`src/rtl/unified_mem_arbiter.sv`:
```
// unified_mem_arbiter
// Shares one single-ported memory between the instruction-fetch port and the
// load/store port. Only one access is outstanding at a time. The memory
// latency is fixed, and each result returns as a one-cycle valid pulse.
// Misaligned data accesses are granted, but they never reach the memory.
// Optional feature: define UMA_RR_ARB_EN to select round-robin arbitration
// in place of fixed data-over-fetch priority.
module unified_mem_arbiter #(
  parameter int MEM_LATENCY = 1,
  parameter int ADDR_W      = 32
) (
  input  logic              clk,
  input  logic              rst,
  input  logic              if_req,
  input  logic [ADDR_W-1:0] if_addr,
  output logic              if_gnt,
  output logic              if_rvalid,
  output logic [31:0]       if_rdata,
  input  logic              d_req,
  input  logic              d_we,
  input  logic [1:0]        d_size,
  input  logic [ADDR_W-1:0] d_addr,
  input  logic [31:0]       d_wdata,
  output logic              d_gnt,
  output logic              d_rvalid,
  output logic [31:0]       d_rdata,
  output logic              d_err,
  output logic              mem_en,
  output logic              mem_we,
  output logic [1:0]        mem_size,
  output logic [ADDR_W-1:0] mem_addr,
  output logic [31:0]       mem_wdata,
  input  logic [31:0]       mem_rdata
);

  typedef enum logic [1:0] {IDLE = 2'd0, BUSY = 2'd1, ERR = 2'd2} state_t;

  localparam logic       OWN_IF   = 1'b0;
  localparam logic       OWN_D    = 1'b1;
  localparam logic [2:0] LAST_CNT = 3'(MEM_LATENCY - 1);

  // A half-word access must be 2-byte aligned. A word access must be 4-byte aligned.
  function automatic logic misaligned(input logic [1:0] size, input logic [1:0] lsb);
    logic bad;
    case (size)
      2'b01:   bad = lsb[0];
      2'b10:   bad = (lsb != 2'b00);
      default: bad = 1'b0;
    endcase
    return bad;
  endfunction

  state_t     state_r, state_nx_s;
  logic       owner_r, owner_nx_s;
  logic       is_write_r, is_write_nx_s;
  logic [2:0] cnt_r, cnt_nx_s;
  logic       complete_s, ready_s, pick_d_s, gnt_d_s, gnt_if_s, misal_s;

  // A grant can land in the same cycle that the previous access completes.
  // While reset is asserted, nothing is granted, so every output stays 0.
  assign complete_s = (state_r == BUSY) && (cnt_r == LAST_CNT);
  assign ready_s    = rst && ((state_r == IDLE) || complete_s);
  assign misal_s    = misaligned(d_size, d_addr[1:0]);

`ifdef UMA_RR_ARB_EN
  logic rr_ptr_r;  // 1 = data port favoured on the next tie

  assign pick_d_s = d_req && (!if_req || rr_ptr_r);

  // On every grant, the pointer moves so that it favours the port that was just passed over.
  always_ff @(posedge clk or negedge rst) begin
    if (!rst) begin
      rr_ptr_r <= 1'b1;
    end else if (gnt_d_s) begin
      rr_ptr_r <= 1'b0;
    end else if (gnt_if_s) begin
      rr_ptr_r <= 1'b1;
    end
  end
`else
  assign pick_d_s = d_req;
`endif

  assign gnt_d_s  = ready_s && d_req && pick_d_s;
  assign gnt_if_s = ready_s && if_req && !pick_d_s;

  // State register: tracks the outstanding access (its owner, its type and its latency count).
  always_ff @(posedge clk or negedge rst) begin
    if (!rst) begin
      state_r    <= IDLE;
      owner_r    <= OWN_D;
      is_write_r <= 1'b0;
      cnt_r      <= 3'd0;
    end else begin
      state_r    <= state_nx_s;
      owner_r    <= owner_nx_s;
      is_write_r <= is_write_nx_s;
      cnt_r      <= cnt_nx_s;
    end
  end

  // Next-state logic: selects the grant, drives the memory mux and produces the completion pulses.
  always_comb begin
    state_nx_s    = state_r;
    owner_nx_s    = owner_r;
    is_write_nx_s = is_write_r;
    cnt_nx_s      = cnt_r;
    if_gnt        = 1'b0;
    d_gnt         = 1'b0;
    if_rvalid     = 1'b0;
    if_rdata      = 32'h0000_0000;
    d_rvalid      = 1'b0;
    d_rdata       = 32'h0000_0000;
    d_err         = 1'b0;
    mem_en        = 1'b0;
    mem_we        = 1'b0;
    mem_size      = 2'b00;
    mem_addr      = '0;
    mem_wdata     = 32'h0000_0000;

    if (complete_s) begin
      if (owner_r == OWN_D) begin
        d_rvalid = 1'b1;
        d_rdata  = is_write_r ? 32'h0000_0000 : mem_rdata;
      end else begin
        if_rvalid = 1'b1;
        if_rdata  = mem_rdata;
      end
    end else if (state_r == ERR) begin
      d_rvalid = 1'b1;
      d_err    = 1'b1;
    end else begin
      d_err = 1'b0;
    end

    case (state_r)
      IDLE: state_nx_s = IDLE;
      BUSY: begin
        if (complete_s) begin
          state_nx_s = IDLE;
        end else begin
          cnt_nx_s = cnt_r + 3'd1;
        end
      end
      ERR:     state_nx_s = IDLE;
      default: state_nx_s = IDLE;
    endcase

    if (gnt_d_s) begin
      d_gnt         = 1'b1;
      owner_nx_s    = OWN_D;
      is_write_nx_s = d_we;
      cnt_nx_s      = 3'd0;
      if (misal_s) begin
        state_nx_s = ERR;
      end else begin
        state_nx_s = BUSY;
        mem_en     = 1'b1;
        mem_we     = d_we;
        mem_size   = d_size;
        mem_addr   = d_addr;
        mem_wdata  = d_wdata;
      end
    end else if (gnt_if_s) begin
      if_gnt        = 1'b1;
      owner_nx_s    = OWN_IF;
      is_write_nx_s = 1'b0;
      cnt_nx_s      = 3'd0;
      state_nx_s    = BUSY;
      mem_en        = 1'b1;
      mem_size      = 2'b10;
      mem_addr      = if_addr;
    end else begin
      mem_en = 1'b0;
    end
  end

endmodule

```
`config.mk`:
```
export PLATFORM = sky130hd
export DESIGN_NAME = unified_mem_arbiter
export DESIGN_NICKNAME = d
export VERILOG_FILES = /design/src/rtl/unified_mem_arbiter.sv
export SDC_FILE = /design/constraint.sdc
export NUM_CORES = 1
export LEC_CHECK = 0
export ABC_AREA = 1
export CAP_MARGIN = 40
export CELL_PAD_IN_SITES_DETAIL_PLACEMENT = 1
export CELL_PAD_IN_SITES_GLOBAL_PLACEMENT = 2
export CORE_UTILIZATION = 10
export DETAILED_ROUTE_END_ITERATION = 8
export GPL_TIMING_DRIVEN = 0
export PLACE_DENSITY = 0.92
export SLEW_MARGIN = 30
export SYNTH_ARGS = -nofsm -noshare
export SYNTH_HDL_FRONTEND = slang
export SYNTH_SLANG_ARGS = --single-unit
```
`constraint.sdc`:
```
create_clock -name clk -period 2.1 [get_ports clk]
set_clock_uncertainty 0.2 [all_clocks]
set_input_delay 0.42 -clock clk [delete_from_list [all_inputs] [get_ports clk]]
set_output_delay 0.42 -clock clk [all_outputs]
set_load 0.05 [all_outputs]
```
After elaboration in Yosys (flattened, before gate mapping). Cells that the tools add are included.

Logic and storage cells: 64. Register bits after elaboration: 7. Output and inout port bits: 137. Input bits: 135.

Muxes and demuxes: 39. Add/subtract/negate cells: 1. Reduce and logical (&&, ||, !) cells: 14. Eq/ne operators: 6.

Operator list (number): $mux W32 (10); $mux W1 (16); $mux W2 (8); $mux W3 (4); $logic_and A1 B1 Y1 (6); $eq A2 B1 Y1 const B (2); $eq A2 B2 Y1 const B (2); $ne A4 B4 Y1 const B (1); $reduce_bool A2 Y1 (2); $add A3 B1 Y3 const B (1); $logic_not A3 Y1 (1); $ne A3 B1 Y1 const B (1); $reduce_bool A3 Y1 (1); $logic_not A2 Y1 (1); $pmux W1 S2 (1); $reduce_and A2 Y1 (1); $logic_not A1 Y1 (1); $logic_or A1 B1 Y1 (1).

Depth between registers and ports, before layout.
Word-level depth: 8. Mapped depth: 9. Mapped depth without buffers: 8.

Worst setup path before layout. Ideal clock, no wire load.

Path type: input -> output. From: input d_size[0]. To: output mem_wdata[22]. Slack: -0.487 ns. Arrival time: 1.967 ns. Stages: 9. Path buffers: 2. Cell sequence: inv_1 ha_1 nand2_1 inv_1 o21ai_2 buf_2 buf_2 nand2_1 nor2_1.

Cells in the longest elaborated chain, start to end: 4.

Ends and longest elaborated chain: start, declared (RTL line 21) `input logic [1:0] d_size,`; $eq A2 B2 Y1 / $eq A2 B1 Y1 (equally long branches) (RTL line 45) `case (size)`; $pmux W1 S2 * (RTL line 45); $mux W32 * (RTL line 154) `if (misal_s) begin`; $mux W32 * (RTL line 149) `if (gnt_d_s) begin`; end, declared (RTL line 32) `output logic [31:0] mem_wdata,`.

Every way passes the cells marked *; elsewhere a longest branch is shown, timed or not.

Final worst setup path.
From: register cnt_r[0]. To: output mem_wdata[18].

Cells in the longest elaborated chain, start to end: 7.

Ends and longest elaborated chain: start, declared (RTL line 56) `logic [2:0] cnt_r, cnt_nx_s;`; start signal, assigned (RTL line 98) `cnt_r <= cnt_nx_s;`; $logic_not A3 Y1 (RTL line 61) `assign complete_s = (state_r == BUSY) && (cnt_r == LAST_CNT);`; $logic_and A1 B1 Y1 (RTL line 61); $logic_or A1 B1 Y1 (RTL line 62) `assign ready_s = rst && ((state_r == IDLE) || complete_s);`; $logic_and A1 B1 Y1 (RTL line 62); $logic_and A1 B1 Y1 (2 in a row) (RTL line 84) `assign gnt_d_s = ready_s && d_req && pick_d_s;`; $mux W32 (RTL line 149).

No other way between the ends.

==> metrics <==
sequential cell area fraction in the yosys report 0.0985; initial antenna violation count 0; Avg WL per Cell between 15 and 20 µm; Reg clk slew, reported paths ~40 ps; top_reg_cell synth dfrtp_1; antenna diode count 0; core box area roughly 0.017 mm²; simple-gate area share of the yosys netlist 0.658; CTS Buf Count 3; row cnt between 40 and 50; DR vias 3629; Unique masters post-synth 22; routability cong. approximately 0.7; final cycle utilization of the critical path 1.18; TNS Setup -43810 ps; chip height 136 µm; Hold WC Path Type reg -> reg; Syn Std Cell Area about 0.0018 mm²; fillers 1878; most frequent cells after synthesis 80 x nand2_1, 74 x nor2_1, 70 x nand3_1; top-count cell post-synth nand2_1; worst path arrival time 1870 ps; # setup viols final roughly 140; first-pass iteration count of the detailed router 4; layout cells sized above 1 0.660; CTS root buffer clkbuf_16; total grt overflow 0; area taken by multi-input logic gates between 0.002 and 0.003 mm²; H-tree Lvls 1; Clock Sinks 7; Synth top area share 0.196; fin nets ~800; f_max 0.402 GHz; Syn Inst Count ~350; min cycle time layout 2490 ps; failing checks negative setup slack; Via density 4.01; aggregate global-route resource usage 0.142; Compound-Gate Fraction of Synth Area 0.0230; VDD IR max 0.157 mV; die area roughly 0.018 mm²; dominant cells by area after synthesis nand3_1 20%, nand2_1 17%, nor2_1 16%; fraction of the mapped netlist area in adder cells 0.0279; CP Class reg -> out; Max Cap Violations 0; post-synthesis mux area share 0; pre-CTS setup slack -1550 ps; cell taking the most area after synthesis nand3_1; final hold violations 0; Seq. cell area about 180 µm²; IO Count 272; YS warnings 0; net count after synthesis a little under 500; CTS tree yes; vias in the first global route 3721; ys async rst share 1.00; RSZ-0062 raised after global routing true; nature of the critical path startpoint register; syn avg cell area between 5 and 6 µm²; critical path fanouts, max 10; Static Leak ~3.3 nW; Skew-Pair Late Insertion Delay roughly 230 ps; post-synthesis xor/xnor area fraction 0; number of remaining DRC errors 0; Final Cell Area approximately 0.008 mm²; clock tree buffer depth 2; Worst Setup Slack, final -387 ps; drt initial violations 45; buffers added on ports 271; HPWL after detailed placement approximately 10000 µm; run status finished with violations; Starting Density 0.103; count of pins over their slew limit 0; WL final roughly 15000 µm; Worst EP required 1480 ps; main combinational cell family by area after synthesis simple AND/OR/NAND/NOR gates; Area after DPL slightly below 0.006 mm²; Worst Tran Pin Value roughly 530 ps; DIE WIDTH about 140 µm; Pwr Density around 330 mW/mm²; Crit. End Element output port; largest net degree at the start of global routing 11; Synth Register Bits 7; P&R area growth vs syn 335%; Post-synth EDFFs 0; ANT nets after route 0; worst relative slew slack 0.644; first-pass GRT wire length ~20000 µm
-- per-stage QoR --
| step | std cells | power [mW] | util | hold WS (ps) |
|---|---|---|---|---|
| after floorplan | 353 | 1.14 | - | -75.6 |
| after global placement | 849 | 1.74 | 0.338 | 268 |
| after detailed placement | 849 | 1.76 | 0.338 | 268 |
| after CTS | 880 | 2.34 | 0.394 | 286 |
| after global routing | 904 | 2.68 | 0.447 | 352 |
| final | 904 | 2.57 | 0.447 | 283 |
-- state kept, by name, indices dropped and copies added, names as in the netlist --
signal      count
cnt_r           3
state_r         2
is_write_r      1
owner_r         1
-- final cells by class --
| cell class | instances | share of cell area |
|---|---|---|
| plain buffers | 25 | 0.0580 |
| clock buffers | 4 | 0.0101 |
| inverters | 50 | 0.0247 |
| multi-input cells | 271 | 0.343 |
| flip-flops and latches | 7 | 0.0226 |
| well taps | 225 | 0.0361 |
| repair buffers | 322 | 0.506 |
-- logic make-up after synthesis --
logic type | count (synthesis)
AOI/OAI and AO/OA | 7
buffers and inverters | 75
DFF | 7
and+or+nand+nor | 260
adders and majority gates | 4
-- worst paths after layout --
kind                       depth (start not counted)                     end              startpoint  slack [ps]
max                                                9           mem_wdata[18]    cnt_r[0]$_DFFE_PN0P_        -390
max in group asynchronous                          2    cnt_r[2]$_DFFE_PN0P_                     rst        1050
min                                                2  is_write_r$_DFFE_PN0P_  is_write_r$_DFFE_PN0P_         280
min in group asynchronous                          2    cnt_r[0]$_DFFE_PN0P_                     rst         430
max reg2reg                                        8  state_r[1]$_DFFE_PN0P_    cnt_r[0]$_DFFE_PN0P_         370
min reg2reg                                        2  is_write_r$_DFFE_PN0P_  is_write_r$_DFFE_PN0P_         280
-- cells in the final DEF (no fill, tap or decap), types with 2 or more instances in the layout --
| cell | instances |
|---|---|
| clkdlybuf4s50_1 | 127 |
| nand3_4 | 5 |
| dlygate4sd3_1 | 2 |
| nand3_1 | 10 |
| buf_12 | 18 |
| nor2_4 | 101 |
| buf_8 | 86 |
| dfrtp_1 | 6 |
| nand2_8 | 2 |
| nand2_2 | 14 |
| inv_2 | 8 |
| o21ai_0 | 3 |
| nand3_2 | 55 |
| dlygate4sd2_1 | 3 |
| dlymetal6s2s_1 | 2 |
| clkbuf_16 | 18 |
| inv_1 | 41 |
| buf_6 | 66 |
| nor2_1 | 4 |
| nand2_4 | 36 |
| buf_4 | 20 |
| buf_16 | 4 |
| ha_4 | 2 |
| nand2_1 | 30 |
| buf_2 | 4 |
-- per-layer routing --
metal	global-route usage	vias up	share of wire
li1	-	1736	-
met1	0.142	1709	0.35
met2	0.291	177	0.56
met4	0.0259	0	0.0083
met5	0	-	0
met3	0.0380	7	0.085
-- power by group --
part / internal [mW] / switching, mW / total (mW)
Combinational: 0.950 / 1.13 / 2.09
Sequential: 0.144 / 0.00944 / 0.154
Clock: 0.253 / 0.0795 / 0.333
-- worst max-delay path, stage by stage (launching register included) --
cell     delay, ps
dfrtp_1        390
inv_2           80
ha_4           140
nand2_4         60
buf_4          140
a21oi_4        220
nand2_8        130
buf_12         190
nor2_4         120
buf_8          150
-- repair_timing --
action	4_1_cts	5_1_grt
endpoints found under the hold margin	6	0
buffers inserted	18	13
resized for setup	1060	155
cloned	7	11
pin swaps	14	20
endpoints found under the setup margin	139	137
hold buffers	2	0
Note: power is estimated with default switching activity, not from simulation.
